===== config.mk =====
export PLATFORM = sky130hd
export DESIGN_NAME = prog_cntr_unit_flat
export DESIGN_NICKNAME = d
export VERILOG_FILES = /design/src/rtl/prog_cntr_unit_if.sv /design/src/rtl/prog_cntr_unit.sv /design/src/flat_wrapper.sv
export SDC_FILE = /design/constraint.sdc
export NUM_CORES = 1
export LEC_CHECK = 0
export BUFFER_PORTS_ARGS = -buffer_cell sky130_fd_sc_hd__buf_2
export CORE_MARGIN = 4
export CORE_UTILIZATION = 50
export CTS_BUF_LIST = sky130_fd_sc_hd__clkbuf_4 sky130_fd_sc_hd__clkbuf_8 sky130_fd_sc_hd__clkbuf_16
export DETAILED_ROUTE_END_ITERATION = 8
export PLACE_DENSITY = 0.7
export SETUP_SLACK_MARGIN = 0.3
export SYNTH_ARGS = -nofsm -noshare
export SYNTH_HDL_FRONTEND = slang
export SYNTH_SLANG_ARGS = --single-unit

===== constraint.sdc =====
create_clock -name clock -period 4 [get_ports clock]
set_input_delay 0.8 -clock clock [delete_from_list [all_inputs] [get_ports clock]]
set_output_delay 0.8 -clock clock [all_outputs]
set_load 0.01 [all_outputs]

===== src/rtl/prog_cntr_unit_if.sv =====
// Fetch-stage PC / return-stack signal bundle.
// master drives the control side; slave (the PC unit) drives the PC and stack outputs.
interface prog_cntr_unit_if #(
  parameter int unsigned ADDR_WIDTH  = 14,
  parameter int unsigned STACK_DEPTH = 8
);
  localparam int unsigned DW = $clog2(STACK_DEPTH + 1);

  logic                  stall;
  logic [ADDR_WIDTH-1:0] prog_cntr_load_val;
  logic                  call_push;
  logic                  int_push;
  logic                  ret_pop;
  logic [ADDR_WIDTH-1:0] prog_cntr;
  logic [ADDR_WIDTH-1:0] next_prog_cntr;
  logic [ADDR_WIDTH-1:0] ret_addr;
  logic [DW-1:0]         stack_depth;
  logic                  stack_empty;
  logic                  stack_full;
  logic                  stack_ovf;
  logic                  stack_unf;

  modport master (
    output stall, prog_cntr_load_val, call_push, int_push, ret_pop,
    input  prog_cntr, next_prog_cntr, ret_addr, stack_depth,
           stack_empty, stack_full, stack_ovf, stack_unf
  );

  modport slave (
    input  stall, prog_cntr_load_val, call_push, int_push, ret_pop,
    output prog_cntr, next_prog_cntr, ret_addr, stack_depth,
           stack_empty, stack_full, stack_ovf, stack_unf
  );
endinterface


===== src/rtl/prog_cntr_unit.sv =====
// Fetch-stage program counter register plus hardware return-address stack.
// Calls and interrupt entry push a return address; returns pop it.
module prog_cntr_unit #(
  parameter int unsigned ADDR_WIDTH   = 14,
  parameter int unsigned STACK_DEPTH  = 8,
  parameter int unsigned RESET_VECTOR = 0
) (
  input logic             clock,
  input logic             reset,
  prog_cntr_unit_if.slave bus
);
  localparam int unsigned DW = $clog2(STACK_DEPTH + 1);
  localparam int unsigned IW = $clog2(STACK_DEPTH);
  localparam logic [DW-1:0] FULL_CNT = DW'(STACK_DEPTH);

  logic [ADDR_WIDTH-1:0] pc_q;
  logic [ADDR_WIDTH-1:0] pc_plus1;
  logic [ADDR_WIDTH-1:0] entry [STACK_DEPTH];
  logic [DW-1:0]         depth_q, depth_nxt;
  logic                  ovf_q, unf_q, ovf_set, unf_set;
  logic                  empty, full;
  logic                  do_push, do_pop;
  logic [ADDR_WIDTH-1:0] push_val;
  logic [IW-1:0]         top_idx;
  logic                  wr_en;
  logic [IW-1:0]         wr_idx;

  assign pc_plus1 = pc_q + ADDR_WIDTH'(1);
  assign empty    = (depth_q == '0);
  assign full     = (depth_q == FULL_CNT);
  assign top_idx  = IW'(depth_q - DW'(1));
  assign do_push  = !bus.stall && (bus.int_push || bus.call_push);
  assign do_pop   = !bus.stall && bus.ret_pop;
  // Interrupt entry returns to the interrupted instruction, CALL to the one after.
  assign push_val = bus.int_push ? pc_q : pc_plus1;

  // Stack bookkeeping: decide entry write, depth update and flag setting.
  always_comb begin
    wr_en     = 1'b0;
    wr_idx    = top_idx;
    depth_nxt = depth_q;
    ovf_set   = 1'b0;
    unf_set   = 1'b0;
    if (do_push && do_pop) begin
      wr_en = 1'b1;
      // Replace-top on a non-empty stack; on an empty one it degrades to a push.
      if (empty) begin
        wr_idx    = '0;
        depth_nxt = DW'(1);
        unf_set   = 1'b1;
      end
    end else if (do_push) begin
      if (full) begin
        ovf_set = 1'b1;
      end else begin
        wr_en     = 1'b1;
        wr_idx    = IW'(depth_q);
        depth_nxt = depth_q + DW'(1);
      end
    end else if (do_pop) begin
      if (empty) unf_set = 1'b1;
      else       depth_nxt = depth_q - DW'(1);
    end
  end

  // PC register, stack depth and sticky flags.
  always_ff @(posedge clock) begin
    if (reset) begin
      pc_q    <= ADDR_WIDTH'(RESET_VECTOR);
      depth_q <= '0;
      ovf_q   <= 1'b0;
      unf_q   <= 1'b0;
    end else if (!bus.stall) begin
      pc_q    <= bus.prog_cntr_load_val;
      depth_q <= depth_nxt;
      ovf_q   <= ovf_q | ovf_set;
      unf_q   <= unf_q | unf_set;
    end
  end

  // Stack storage; contents survive reset, only depth is cleared.
  always_ff @(posedge clock) begin
    if (wr_en && !reset) entry[wr_idx] <= push_val;
  end

  assign bus.prog_cntr      = pc_q;
  assign bus.next_prog_cntr = pc_plus1;
  assign bus.ret_addr       = empty ? '0 : entry[top_idx];
  assign bus.stack_depth    = depth_q;
  assign bus.stack_empty    = empty;
  assign bus.stack_full     = full;
  assign bus.stack_ovf      = ovf_q;
  assign bus.stack_unf      = unf_q;
endmodule

===== src/flat_wrapper.sv =====
// flat-port wrapper written by rule: the top's interface ports become plain ports
module prog_cntr_unit_flat 
#(
  parameter int unsigned ADDR_WIDTH   = 14,
  parameter int unsigned STACK_DEPTH  = 8,
  parameter int unsigned RESET_VECTOR = 0
)
  (clock, reset, bus_stall, bus_prog_cntr_load_val, bus_call_push, bus_int_push, bus_ret_pop, bus_prog_cntr, bus_next_prog_cntr, bus_ret_addr, bus_stack_depth, bus_stack_empty, bus_stack_full, bus_stack_ovf, bus_stack_unf);
  prog_cntr_unit_if #(.ADDR_WIDTH(ADDR_WIDTH), .STACK_DEPTH(STACK_DEPTH)) bus_i ();
  input logic clock;
  input logic reset;
  input wire logic [$bits(bus_i.stall)-1:0] bus_stall;
  input wire logic [$bits(bus_i.prog_cntr_load_val)-1:0] bus_prog_cntr_load_val;
  input wire logic [$bits(bus_i.call_push)-1:0] bus_call_push;
  input wire logic [$bits(bus_i.int_push)-1:0] bus_int_push;
  input wire logic [$bits(bus_i.ret_pop)-1:0] bus_ret_pop;
  output wire logic [$bits(bus_i.prog_cntr)-1:0] bus_prog_cntr;
  output wire logic [$bits(bus_i.next_prog_cntr)-1:0] bus_next_prog_cntr;
  output wire logic [$bits(bus_i.ret_addr)-1:0] bus_ret_addr;
  output wire logic [$bits(bus_i.stack_depth)-1:0] bus_stack_depth;
  output wire logic [$bits(bus_i.stack_empty)-1:0] bus_stack_empty;
  output wire logic [$bits(bus_i.stack_full)-1:0] bus_stack_full;
  output wire logic [$bits(bus_i.stack_ovf)-1:0] bus_stack_ovf;
  output wire logic [$bits(bus_i.stack_unf)-1:0] bus_stack_unf;
  assign bus_i.stall = bus_stall;
  assign bus_i.prog_cntr_load_val = bus_prog_cntr_load_val;
  assign bus_i.call_push = bus_call_push;
  assign bus_i.int_push = bus_int_push;
  assign bus_i.ret_pop = bus_ret_pop;
  assign bus_prog_cntr = bus_i.prog_cntr;
  assign bus_next_prog_cntr = bus_i.next_prog_cntr;
  assign bus_ret_addr = bus_i.ret_addr;
  assign bus_stack_depth = bus_i.stack_depth;
  assign bus_stack_empty = bus_i.stack_empty;
  assign bus_stack_full = bus_i.stack_full;
  assign bus_stack_ovf = bus_i.stack_ovf;
  assign bus_stack_unf = bus_i.stack_unf;
  prog_cntr_unit #(.ADDR_WIDTH(ADDR_WIDTH), .STACK_DEPTH(STACK_DEPTH), .RESET_VECTOR(RESET_VECTOR)) u_core (.clock(clock), .reset(reset), .bus(bus_i));
endmodule

== After elaboration in Yosys (flattened, before gate mapping) ==
Memories as Yosys holds them, arrays and structs flattened.
Cells that the tools add are included.
Operators by class
  add/subtract/negate cells: 3
  equality and inequality tests: 4
  mux-type cells: 24
  bitwise operators: 3
  reductions and logical operators: 10
Operators with widths (count)
  $mux 14: 2
  $mux 4: 6
  $add 14x1->14 const B: 1
  $mux 1: 12
  $mux 3: 4
  $ne 3x3->1 const B: 2
  $reduce_and 5->1: 1
  $add 4x1->4 const B: 1
  $eq 4x4->1 const B: 1
  $logic_and 1x1->1: 4
  $logic_not 4->1: 1
  $sub 4x1->4 const B: 1
  $reduce_bool 3->1: 1
  $logic_not 1->1: 2
  $ne 2x1->1 const B: 1
  $or 1x1->1: 2
  $logic_or 1x1->1: 1
  $not 1->1: 1
Word-level totals
  register bits after elaboration: 20
  bits in writable memories: 112
  input bits: 20
  output and inout port bits: 50
  logic and storage cells: 49
  memories kept: 1
Memories
  u_core.entry: words 8, bits a word 14, rd ports 1, clocked after Yosys merged registers in 0, write ports 1, RTL line prog_cntr_unit.sv:18  | logic [ADDR_WIDTH-1:0] entry [STACK_DEPTH];

== Depth between registers and ports, before layout ==
Gate-level depths: netlist of run 1.
  word-level depth: 7
  depth in mapped cells: 10

== Worst setup path after synthesis of run 1 ==
No wires, ideal clock.
  path type: reg2reg
  start point: reg u_core.depth_q[0], in the netlist u_core.bus.stack_depth[0]
  end point: mem u_core.entry[5][0] (enable)
  data arrival time: 3261 ps
  path slack: 318 ps
  stages on the path, launching flop included: 9
  cells stage by stage: dfxtp_1 -> buf_2 -> buf_2 -> inv_1 -> ha_1 -> nor3b_4 -> nand4b_1 -> a21o_1 -> nor4_1
Between the ends
  word-level cells in the longest chain between the ends: 7
  elaborated cells on any way between the ends: 13
  classes of those cells: add/sub: 1; eq/ne: 1; mux: 9; reduce/logical: 2
Ends and longest elaborated chain
  from (decl): RTL line prog_cntr_unit.sv:19  | logic [DW-1:0] depth_q, depth_nxt;
  from (signal assigned): RTL line prog_cntr_unit.sv:75  | depth_q <= depth_nxt;
  $eq 4x4->1: RTL line prog_cntr_unit.sv:30  | assign full = (depth_q == FULL_CNT);
  $mux 1: RTL line prog_cntr_unit.sv:53  | if (full) begin
  $mux 1: RTL line prog_cntr_unit.sv:52  | end else if (do_push) begin
  $mux 1: RTL line prog_cntr_unit.sv:44  | if (do_push && do_pop) begin
  $logic_and 1x1->1: RTL line prog_cntr_unit.sv:83  | if (wr_en && !reset) entry[wr_idx] <= push_val;
  $mux 1: RTL line prog_cntr_unit.sv:83
  $mux 1 (not written as such): RTL line prog_cntr_unit.sv:83
  to (decl): RTL line prog_cntr_unit.sv:18
Several ways; a longest one is shown, not always the timed one.

== Worst setup path in the final report of run 1 ==
  start point: reg u_core.depth_q[1], in the netlist u_core.bus.stack_depth[1]
  end point: out bus_ret_addr[1]
Between the ends
  word-level cells in the longest chain between the ends: 3
  elaborated cells on any way between the ends: 4
  classes of those cells: add/sub: 1; mux: 1; reduce/logical: 1; memory: 1
Ends and longest elaborated chain
  $sub 4x1->4: RTL line prog_cntr_unit.sv:31  | assign top_idx = IW'(depth_q - DW'(1));
  $mem_v2 8x14
  $mux 14 (*): RTL line prog_cntr_unit.sv:88  | assign bus.ret_addr = empty ? '0 : entry[top_idx];
  to (decl): RTL line flat_wrapper.sv:19  | output wire logic [$bits(bus_i.ret_addr)-1:0] bus_ret_addr;
Every way passes the cells marked *; elsewhere a longest branch is shown, timed or not.

==> metrics.sh, run 1 <==
DRIVE_GT1_SHARE_PCT=33.5
YS_ASYNC_SR_FRACTION_PCT=0
WORST_SETUP_PATH_START_KIND='flip-flop'
WIRE_LENGTH_PER_CELL_AFTER_DETAILED_ROUTING_UM=19.7
YOSYS_REG_BITS=132
SYNTH_CELL_TYPES=47
CTS.SINKS=132
POSTLAYOUTCELLAREA_SQ_UM=7020
PATH_CLK_SLEW_NS=0.06
GRT_START_MAX_NET_PINS=37
DETAILEDPLACEMENTHPWL_UM=7770
DIE_Y_UM=116
ROW_COUNT=39
CTS_TREE='built'
MAX_SLEW.WORST_PIN.SLEW_NS=0.793
TRITONCTS.NUM_BUFFERS=17
SYNTH.CELLS.MOST_FREQUENT='sky130_fd_sc_hd__edfxtp_1 (112), sky130_fd_sc_hd__nand2_1 (38), sky130_fd_sc_hd__nor2_1 (29)'
SYNTH.MOST_COMMON_CELL='sky130_fd_sc_hd__edfxtp_1'
CELL_FAMILY_WITH_THE_LARGEST_SHARE_OF_CRITICAL_PATH_DELAY='buffers and inverters'
WORST_PATH_LARGEST_CELL_DELAY_NS=0.49
WORST_EP_ARRIVAL_TIME_NS=2.50
PLACE_CONGESTION=0.786
FINALSETUPTNS_NS=0
SYN-INSTANCE-COUNT=387
SYNTH_ENABLE_FLOP_CELLS=112
POST_SYNTHESIS_AVERAGE_CELL_AREA_SQ_UM=15.1
WORST_SETUP_PATH_END_KIND='primary output'
FINAL_NETS=489
FINALHOLDWORSTSLACK_NS=0.469
START_UTIL_PCT=51.1
WORST_EP_REQUIRED_TIME_NS=3.20
CTS_HTREE_LEVELS=4
FILLERS=857
DPL.CELL_COUNT=589
TIMING.CLOCK.SKEW_NS=0.00543
LAYOUT_MIN_CYCLE_TIME_NS=3.30
HOLD_CLASS='reg -> reg'
FIRST_GLOBAL_VIAS=3625
MULTIINPUTGATEAREA_SQ_UM=1980
CTS_HOLD_BUF=0
RUN_STATUS='finished, final reports clean'
DRTITER0DRC=275
DIE_SPAN_IN_X_UM=116
CTS_BUFFER_DEPTH=2
DRV_CAP=0
RSZ0062_AT_GRT='no'
POWER_DENSITY_nW_PER_UM2=688
REL_SLEW_SLACK_PCT=46.7
NON_FILLER_INSTANCES=620
ACHIEVABLE-FREQUENCY_GHz=0.303
CORE_AREA_SQ_UM=11400
ROUTE.DETAILED.DRC=0
SYNTH_LARGEST_TYPE_AREA_FRACTION_PCT=57.7
SYNTH_FF_TYPE='sky130_fd_sc_hd__edfxtp_1'
CRITICALPATHCATEGORY='reg -> out'
CTS_REPAIR_RESIZE_COUNT=0
SLEW_VIOL_FINAL=0
ANTENNA_FOUND_INITIAL=0
CLK-INSERTION-DELAY-LATE_NS=0.41
TRACK_USAGE_PCT=19.7
TIMING.FINAL.HOLD_VIOLATIONS=0
POST_DP_CELL_AREA_SQ_UM=6380
FP.DIEAREA_SQ_UM=13500
SYNTHDOMINANTAREACELLTYPE='sky130_fd_sc_hd__edfxtp_1'
POST-ROUTE-WORST-SETUP-SLACK_NS=0.704
SEQUENTIAL_AREA_SHARE_AFTER_SYNTHESIS_PCT=64.5
ROOT_BUFFER='sky130_fd_sc_hd__clkbuf_16'
GLOBAL_ROUTE.OVERFLOW_TOTAL=0
AREA_GROWTH_PCT=20.4
ROUTE.FINAL.WIRE_LENGTH_UM=12200
TIMING.CRITICAL_PATH.FANOUT_MAX=31
IO_BUFFERS=69
SYN_AREA_SQ_UM=5830
FINAL.PERIOD_UTILIZATION_PCT=82.4
SETUP_VIOL_COUNT_FINAL=0
POST_DRT_VIA_CELL_RATIO=5.64
DR_TOTAL_VIAS=3498
MAX-VDD-IR-DROP_mV=0.376
YOSYSWARNINGS=0
PLACE_WS_NS=1.12
SYN-NUM-NETS=411
P_LEAK_nW=2.67
SEQCELLAREA_SQ_UM=3760
ANTENNA_LEFT=0
CRIT_PATH_CELL_TRACE='inv_1 -> ha_1 -> buf_4 -> mux4_2 -> nand2_1 -> a21oi_1 -> buf_2'
DIODES=0
FLOORPLAN.IO_PINS=70
SYNTH_TOP_CELLS_BY_AREA='sky130_fd_sc_hd__edfxtp_1 (58%), sky130_fd_sc_hd__mux4_2 (11%), sky130_fd_sc_hd__dfxtp_1 (6.9%)'
WORST_PATH_MAX_DELAY_CELL='sky130_fd_sc_hd__dfxtp_1'
FIRST_PASS_GRT_WIRE_LENGTH_UM=19400
TIMING.CRITICAL_PATH.BUF_INV=3
POST-CTS-SETUP-BUFFERS=0
FIRST_PASS_DRT_ITERATIONS=4
==> placed cells by master (no fill, tap or decap), types with 9 or more instances in the layout <==
master	synthesis	routed
sky130_fd_sc_hd__edfxtp_1	112	112
sky130_fd_sc_hd__a21oi_1	16	16
sky130_fd_sc_hd__buf_2	7	69
sky130_fd_sc_hd__dfxtp_1	20	19
sky130_fd_sc_hd__xnor2_1	9	9
sky130_fd_sc_hd__mux2i_1	17	17
sky130_fd_sc_hd__nor2_1	29	29
sky130_fd_sc_hd__nand2_1	38	38
sky130_fd_sc_hd__buf_4	2	13
sky130_fd_sc_hd__clkbuf_16	0	17
sky130_fd_sc_hd__mux4_2	28	28
sky130_fd_sc_hd__xor2_1	16	16
==> power by group <==
| group | leakage (nW) | total [mW] | internal (mW) | switching (mW) |
|---|---|---|---|---|
| Clock | 0.299 | 1.67 | 1.11 | 0.561 |
| Sequential | 1.19 | 1.67 | 1.61 | 0.0607 |
| Combinational | 1.17 | 1.49 | 0.624 | 0.869 |
==> layer usage <==
| layer | wire [um] | vias up | part of all wire [%] | track usage (%) |
|---|---|---|---|---|
| li1 | - | 1633 | - | - |
| met1 | 5290 | 1721 | 43 | 25.8 |
| met3 | 757 | 19 | 6.2 | 5.17 |
| met5 | 0 | - | 0 | 0 |
| met4 | 189 | 0 | 1.5 | 7.12 |
| met2 | 6010 | 125 | 49 | 32.1 |
==> worst min-delay path: stages (launching register included) <==
cell and delay [ns]:
sky130_fd_sc_hd__dfxtp_1 0.32, sky130_fd_sc_hd__a21oi_1 0.04, sky130_fd_sc_hd__nor2_1 0.07
==> area by class of cell <==
type	count	share of cell area, %
inverter	5	0.267
clock buffer	18	6.16
multi-input combinational	227	28.2
timing repair buffer	82	6.31
clock inverter	13	2.94
tap	143	2.55
sequential	132	53.6
==> sequential cells by signal, summed over array words and instances, names as in the netlist <==
| register | flops |
|---|---|
| u_core.bus.prog_cntr | 14 |
| u_core.bus.stack_depth | 4 |
| u_core.bus.stack_ovf | 1 |
| u_core.bus.stack_unf | 1 |
| u_core.entry | 112 |
==> path summary, 6_finish.rpt <==
check,startpoint,to,slack (ns),cells past startpoint
worst min register to register,u_core.bus.stack_unf$_SDFFE_PP0N_,u_core.bus.stack_unf$_SDFFE_PP0N_,0.47,2
worst max register to register,u_core.bus.prog_cntr[0]$_SDFFE_PP0N_,u_core.entry[2][12]$_DFFE_PP_,1.35,5
worst max-delay path,u_core.bus.stack_depth[1]$_SDFFE_PP0P_,bus_ret_addr[1],0.70,7
worst min-delay path,u_core.bus.stack_unf$_SDFFE_PP0N_,u_core.bus.stack_unf$_SDFFE_PP0N_,0.47,2
==> stage by stage <==
step,power [mW],utilization [%]
global placement,3.19,55.9
finish,4.83,61.5
global route,5.08,61.5
floorplan,2.73,-
detailed placement,3.22,55.9
CTS,4.88,61.5
==> logic make-up after synthesis <==
family | after synthesis | synth area share (%)
mux | 49 | 14.6
simple gates | 112 | 10.1
buf+inv | 28 | 2.21
flops | 132 | 64.5
compound gates | 37 | 3.93
fa+ha+maj | 4 | 0.858
xor+xnor | 25 | 3.75
Note: power is estimated with default switching activity, not from simulation.
==> run 2: changes to the inputs <==
==> constraint.sdc (replaced) <==
create_clock -name clock -period 3.4 [get_ports clock]
set_input_delay 0.68 -clock clock [delete_from_list [all_inputs] [get_ports clock]]
set_output_delay 0.68 -clock clock [all_outputs]
set_load 0.01 [all_outputs]
==> run 2 against run 1 <==
Effect of this change:
- clock-buffer cell count is the same
- sequential share of layout area grew 0.085 points
- wire length grew 0.94%
- highest routed layer unchanged
==> metrics.sh, run 2 (same netlist as run 1, synthesis figures left out) <==
RUN_STATUS='finished, final reports clean'
FP.DIEAREA_SQ_UM=13500
FIRST_GLOBAL_VIAS=3598
NON_FILLER_INSTANCES=621
ROW_COUNT=39
DPL.CELL_COUNT=589
FINALSETUPTNS_NS=0
MAX_SLEW.WORST_PIN.SLEW_NS=0.776
MOST_COMMON_CELL_AFTER_LAYOUT_FILL_AND_TAPS_ASIDE='sky130_fd_sc_hd__edfxtp_1'
LARGEST_REGISTER_FFS=112
START_UTIL_PCT=51.1
ANTENNA_FOUND_INITIAL=0
REL_SLEW_SLACK_PCT=47.9
IO_BUFFERS=69
TIMING.FINAL.HOLD_VIOLATIONS=0
TRITONCTS.NUM_BUFFERS=17
MOST-COMMON-LAYOUT-CELLS='sky130_fd_sc_hd__edfxtp_1 (112), sky130_fd_sc_hd__buf_2 (69), sky130_fd_sc_hd__nand2_1 (38), sky130_fd_sc_hd__nor2_1 (29), sky130_fd_sc_hd__mux4_2 (28)'
FLOORPLAN.IO_PINS=70
GROUTE.LAYER.MET3.USAGE_PCT=4.44
RSZ0062_AT_GRT='no'
WORST_SETUP_PATH_START_KIND='flip-flop'
CRITICAL_REGISTER_TO_REGISTER_PATH_ENDPOINT='u_core.entry[4][8]$_DFFE_PP_'
GLOBAL_ROUTE.OVERFLOW_TOTAL=0
CP-ENDPOINT='bus_ret_addr[3]'
POST_DRT_VIA_CELL_RATIO=5.82
DIE_Y_UM=116
CTS.SINKS=132
PWR-SHARE-COMB_PCT=32.1
ROUTE.FINAL.WIRE_LENGTH_UM=12400
WORST_EP_REQUIRED_TIME_NS=2.72
P_LEAK_nW=2.67
FIRST_PASS_DRT_ITERATIONS=4
TRACK_USAGE_PCT=19.6
GR-MAX-USAGE-LAYER='met1'
SETUP_VIOL_COUNT_FINAL=0
AREA_GROWTH_PCT=20.3
FIRST_PASS_GRT_WIRE_LENGTH_UM=19600
NETSWITCHINGPOWER_mW=1.79
DR_TOTAL_VIAS=3615
POWER_DENSITY_nW_PER_UM2=808
TOTAL_POWER_CONSUMPTION_mW=5.67
CORE_AREA_SQ_UM=11400
WORST_SETUP_PATH_END_KIND='primary output'
GLOBAL_ROUTE.USAGE.MET1_PCT=29.0
CTS_HTREE_LEVELS=4
ANTENNA_LEFT=0
MAX-VDD-IR-DROP_mV=0.356
PATH_CLK_SLEW_NS=0.06
TIMING.CRITICAL_PATH.FANOUT_MAX=13
PLACE_CONGESTION=0.806
SLEW_VIOL_FINAL=0
ROUTE.DETAILED.DRC=0
DETAILEDPLACEMENTHPWL_UM=8020
CTS_HOLD_BUF=0
CLOCKPOWERSHARE_PCT=33.2
HOLD_CLASS='reg -> reg'
INT_PWR_mW=3.88
DRTITER0DRC=289
DIE_SPAN_IN_X_UM=116
WORST_EP_ARRIVAL_TIME_NS=2.31
LAYOUT_MIN_CYCLE_TIME_NS=2.99
WIRE_LENGTH_PER_CELL_AFTER_DETAILED_ROUTING_UM=19.9
R2R-START='u_core.bus.stack_depth[0]$_SDFFE_PP0P_'
POST-CTS-SETUP-BUFFERS=0
DRV_CAP=0
GLOBAL_ROUTE.USAGE.MET2_PCT=28.6
REGISTERS.TOP_BY_FF_COUNT='u_core.entry'
WORSTREGTOREGCELLS=7
CTS_TREE='built'
TIMING.CLOCK.SKEW_NS=0.00822
FINAL.PERIOD_UTILIZATION_PCT=88.0
DIODES=0
GRT_START_MAX_NET_PINS=37
FINAL_NETS=489
CTS_BUFFER_DEPTH=2
PWR-SHARE-SEQ_PCT=34.7
SETUP.REG_TO_REG.WORST_SLACK_NS=0.63
DRIVE_GT1_SHARE_PCT=33.7
CRITICALPATHCATEGORY='reg -> out'
ROOT_BUFFER='sky130_fd_sc_hd__clkbuf_16'
FRACTION_OF_POWER_SPENT_SWITCHING_NETS_PCT=31.6
WORST_SETUP_PATH_STARTPOINT='u_core.bus.stack_depth[0]$_SDFFE_PP0P_'
FINALHOLDWORSTSLACK_NS=0.476
CLK-INSERTION-DELAY-LATE_NS=0.41
ACHIEVABLE-FREQUENCY_GHz=0.334
## run 2: cell types whose count changed in the layout (fill, tap and decap cells not counted), sizes merged
cell / change
clkinv: +4
bufinv: -1
clkinvlp: -1
inv: -1
## run 2: power by group through the flow
stage | registers, mW | clock network, mW | logic, mW
after global placement | 1.99 | 0 | 1.79
after CTS | 1.96 | 1.92 | 1.82
final | 1.96 | 1.88 | 1.82
after global routing | 1.98 | 1.99 | 1.98
after floorplan | 1.98 | 0 | 1.25
after detailed placement | 1.99 | 0 | 1.80
## run 2: repair_timing
action	in CTS	in global routing
gates cloned	0	0
gates resized for setup	1	4
hold endpoints to repair	0	0
setup endpoints to repair	2	14
pin swaps	0	2
## run 2: metal layers
layer | vias to the layer above | routed length, um | part of all wire (%)
li1 | 1635 | - | -
met1 | 1821 | 5760 | 47
met2 | 144 | 5630 | 46
met3 | 15 | 764 | 6.2
met4 | 0 | 212 | 1.7
met5 | - | 0 | 0
## run 2: stage by stage
| step | util, % | cell area [sq um] | setup WS [ns] |
|---|---|---|---|
| after floorplan | - | 5860 | 0.00222 |
| after global placement | 55.9 | 6380 | 0.632 |
| after detailed placement | 55.9 | 6380 | 0.572 |
| after CTS | 61.4 | 7010 | 0.315 |
| after global routing | 61.4 | 7010 | 0.316 |
| final | 61.4 | 7010 | 0.406 |
## run 2: how the worst min path moves through the flow
stage,to,cells after the start,slack (ns),from
after detailed placement,u_core.bus.stack_unf$_SDFFE_PP0N_,2,0.46,u_core.bus.stack_unf$_SDFFE_PP0N_
after floorplan,u_core.bus.stack_unf$_SDFFE_PP0N_,2,0.50,u_core.bus.stack_unf$_SDFFE_PP0N_
after global routing,u_core.bus.stack_unf$_SDFFE_PP0N_,2,0.50,u_core.bus.stack_unf$_SDFFE_PP0N_
final,u_core.bus.stack_unf$_SDFFE_PP0N_,2,0.48,u_core.bus.stack_unf$_SDFFE_PP0N_
after CTS,u_core.bus.stack_unf$_SDFFE_PP0N_,2,0.47,u_core.bus.stack_unf$_SDFFE_PP0N_
after global placement,u_core.bus.stack_unf$_SDFFE_PP0N_,2,0.45,u_core.bus.stack_unf$_SDFFE_PP0N_
## run 2: layout make-up
cell class                 instances  area, sq um
clock inverter                    14          186
timing repair buffer              82          450
clock buffer                      18          433
multi-input combinational        227         1980
inverter                           5         18.8
fill                             874         4400
sequential                       132         3770
tap                              143          179
## run 2: worst max-delay path: stages, from the launching register on
cell                      delay, ns
sky130_fd_sc_hd__dfxtp_2       0.32
sky130_fd_sc_hd__inv_1         0.16
sky130_fd_sc_hd__ha_1          0.32
sky130_fd_sc_hd__nor3b_4       0.55
sky130_fd_sc_hd__buf_4         0.32
sky130_fd_sc_hd__a21oi_1       0.09
sky130_fd_sc_hd__buf_2         0.16
==> run 3: changes to the inputs <==
--- a/config.mk
+++ b/config.mk
@@ -11,6 +11,7 @@
 export CTS_BUF_LIST = sky130_fd_sc_hd__clkbuf_4 sky130_fd_sc_hd__clkbuf_8 sky130_fd_sc_hd__clkbuf_16
 export DETAILED_ROUTE_END_ITERATION = 8
 export PLACE_DENSITY = 0.7
+export RECOVER_POWER = 25
 export SETUP_SLACK_MARGIN = 0.3
 export SYNTH_ARGS = -nofsm -noshare
 export SYNTH_HDL_FRONTEND = slang
==> run 3 against run 2 <==
Effect of this change:
- critical endpoint is now bus_ret_addr[2]
- clock skew fell by 0.0015 ns
- highest routed layer unchanged
- sequential power hardly changed
- wire length down 0.64%
- via count fell by 0.94%
- largest power group unchanged
- hold slack improved by 0.00062 ns
- clock-buffer cell count unchanged
- non-clock buffer count is the same
==> metrics.sh, run 3 (same netlist as run 1, synthesis figures left out) <==
RUN_STATUS='finished, final reports clean'
FIRST_PASS_GRT_WIRE_LENGTH_UM=19600
HOLD_CLASS='reg -> reg'
TOTAL_POWER_CONSUMPTION_mW=5.65
SLEW_VIOL_FINAL=0
CTS_BUFFER_DEPTH=2
WORST_SETUP_PATH_START_KIND='flip-flop'
GRT_START_MAX_NET_PINS=37
MOST-COMMON-LAYOUT-CELLS='sky130_fd_sc_hd__edfxtp_1 (112), sky130_fd_sc_hd__buf_2 (48), sky130_fd_sc_hd__nand2_1 (38), sky130_fd_sc_hd__nor2_1 (29), sky130_fd_sc_hd__mux4_2 (28)'
POSTLAYOUTCOREUTIL_PCT=61.0
LAYOUT_MIN_CYCLE_TIME_NS=2.96
POST_DP_CELL_AREA_SQ_UM=6380
MOST_COMMON_CELL_AFTER_LAYOUT_FILL_AND_TAPS_ASIDE='sky130_fd_sc_hd__edfxtp_1'
GLOBAL_ROUTE.USAGE.MET2_PCT=28.6
WIRE_LENGTH_PER_CELL_AFTER_DETAILED_ROUTING_UM=19.8
DETAILEDPLACEMENTHPWL_UM=8020
POST-CTS-SETUP-BUFFERS=0
TRITONCTS.NUM_BUFFERS=17
FP.DIEAREA_SQ_UM=13500
HOLD-PATH-CELL-COUNT=2
TRACK_USAGE_PCT=19.6
DIODES=0
CP-ENDPOINT='bus_ret_addr[2]'
FIRST_PASS_DRT_ITERATIONS=7
FINALHOLDWORSTSLACK_NS=0.477
CTS.SINKS=132
FINALSETUPTNS_NS=0
WORSTREGTOREGCELLS=7
PATH_CLK_SLEW_NS=0.05
CRIT_PATH_CELL_TRACE='inv_1 -> ha_1 -> buf_8 -> mux4_2 -> nand2_1 -> a21oi_1 -> buf_2'
SETUP_VIOL_COUNT_FINAL=0
GLOBAL_ROUTE.OVERFLOW_TOTAL=0
POST_DRT_VIA_CELL_RATIO=5.77
RSZ0062_AT_GRT='no'
FIRST_GLOBAL_VIAS=3598
FINAL_NETS=489
WORST_PATH_LARGEST_CELL_DELAY_NS=0.46
GROUTE.LAYER.MET3.USAGE_PCT=4.44
WORST_EP_ARRIVAL_TIME_NS=2.28
CTS_HTREE_LEVELS=4
LARGEST_REGISTER_FFS=112
REL_SLEW_SLACK_PCT=51.2
START_UTIL_PCT=51.1
MULTIINPUTGATEAREA_SQ_UM=1970
CRITICALPATHCATEGORY='reg -> out'
POWER_DENSITY_nW_PER_UM2=811
ANTENNA_LEFT=0
WORST_PATH_MAX_DELAY_CELL='sky130_fd_sc_hd__dfxtp_1'
ROUTE.DETAILED.DRC=0
WORST_SETUP_PATH_END_KIND='primary output'
DRV_CAP=0
ANTENNA_FOUND_INITIAL=0
MAX_SLEW.WORST_PIN.SLEW_NS=0.727
DIE_Y_UM=116
P_LEAK_nW=2.57
MAX-VDD-IR-DROP_mV=0.357
CTS_HOLD_BUF=0
DRIVE_GT1_SHARE_PCT=28.5
FLOORPLAN.IO_PINS=70
DIE_SPAN_IN_X_UM=116
ROW_COUNT=39
CLK-INSERTION-DELAY-LATE_NS=0.41
SEQCELLAREA_SQ_UM=3760
AREA_GROWTH_PCT=19.5
DRTITER0DRC=283
TIMING.CLOCK.SKEW_NS=0.00671
WORST_EP_REQUIRED_TIME_NS=2.72
IO_BUFFERS=69
WORST_SETUP_PATH_STARTPOINT='u_core.bus.stack_depth[1]$_SDFFE_PP0P_'
POSTLAYOUTCELLAREA_SQ_UM=6970
SETUP.REG_TO_REG.WORST_SLACK_NS=0.69
CRITICAL_REGISTER_TO_REGISTER_PATH_ENDPOINT='u_core.entry[4][8]$_DFFE_PP_'
CTS_TREE='built'
FILLERS=894
DR_TOTAL_VIAS=3581
ROUTE.FINAL.WIRE_LENGTH_UM=12300
REGISTERS.TOP_BY_FF_COUNT='u_core.entry'
TIMING.CRITICAL_PATH.FANOUT_MAX=31
TIMING.FINAL.HOLD_VIOLATIONS=0
R2R-START='u_core.bus.stack_depth[0]$_SDFFE_PP0P_'
ROOT_BUFFER='sky130_fd_sc_hd__clkbuf_16'
CORE_AREA_SQ_UM=11400
GLOBAL_ROUTE.USAGE.MET1_PCT=29.0
PLACE_CONGESTION=0.806
FINAL.PERIOD_UTILIZATION_PCT=87.1
ACHIEVABLE-FREQUENCY_GHz=0.338
GR-MAX-USAGE-LAYER='met1'
==> run 3: cell count changes in the layout (fill, tap and decap cells not counted), sizes merged <==
cell    before  now
clkbuf      18   40
buf         82   60
==> run 3: critical path, delay by kind of cell (launching register included) <==
family          cells  cell delay, ns
compound gates      1            0.07
buf+inv             3            0.53
mux                 1            0.36
simple gates        1            0.11
flops               1            0.46
fa+ha+maj           1            0.32
==> run 3: area by class of cell <==
type / count / share of cell area (%)
clock buffers: 18 / 6.21
clock inverters: 14 / 2.67
inverters: 5 / 0.269
multi-input cells: 227 / 28.2
flip-flops and latches: 132 / 54.0
well taps: 143 / 2.57
repair buffers: 82 / 6.03
==> run 3: worst min path at each step <==
stage	to	startpoint
final	u_core.bus.stack_unf$_SDFFE_PP0N_	u_core.bus.stack_unf$_SDFFE_PP0N_
after global routing	u_core.bus.stack_unf$_SDFFE_PP0N_	u_core.bus.stack_unf$_SDFFE_PP0N_
after global placement	u_core.bus.stack_unf$_SDFFE_PP0N_	u_core.bus.stack_unf$_SDFFE_PP0N_
after floorplan	u_core.bus.stack_unf$_SDFFE_PP0N_	u_core.bus.stack_unf$_SDFFE_PP0N_
after detailed placement	u_core.bus.stack_unf$_SDFFE_PP0N_	u_core.bus.stack_unf$_SDFFE_PP0N_
after CTS	u_core.bus.stack_unf$_SDFFE_PP0N_	u_core.bus.stack_unf$_SDFFE_PP0N_
==> run 3: metal layers <==
layer  up-vias  part of all wire (%)
li1       1634                     -
met4         0                   1.5
met1      1769                    46
met3        12                   7.2
met2       166                    46
met5         -                     0
==> run 3: what timing repair did <==
item / CTS / global route
endpoints found under the setup margin: 2 / 14
resized for setup: 1 / 4
pin swaps: 0 / 2
endpoints found under the hold margin: 0 / 0
==> run 3: power breakdown <==
group          switching (mW)  leakage, nW  internal (mW)
clock                   0.655        0.294           1.23
combinational            1.06         1.08          0.746
sequential             0.0691         1.19           1.89
==> run 3: per-stage QoR <==
stage	setup slack, ns	cells
after global placement	0.632	589
after CTS	0.315	621
final	0.440	621
after detailed placement	0.572	589
after floorplan	0.00222	387
after global routing	0.274	621
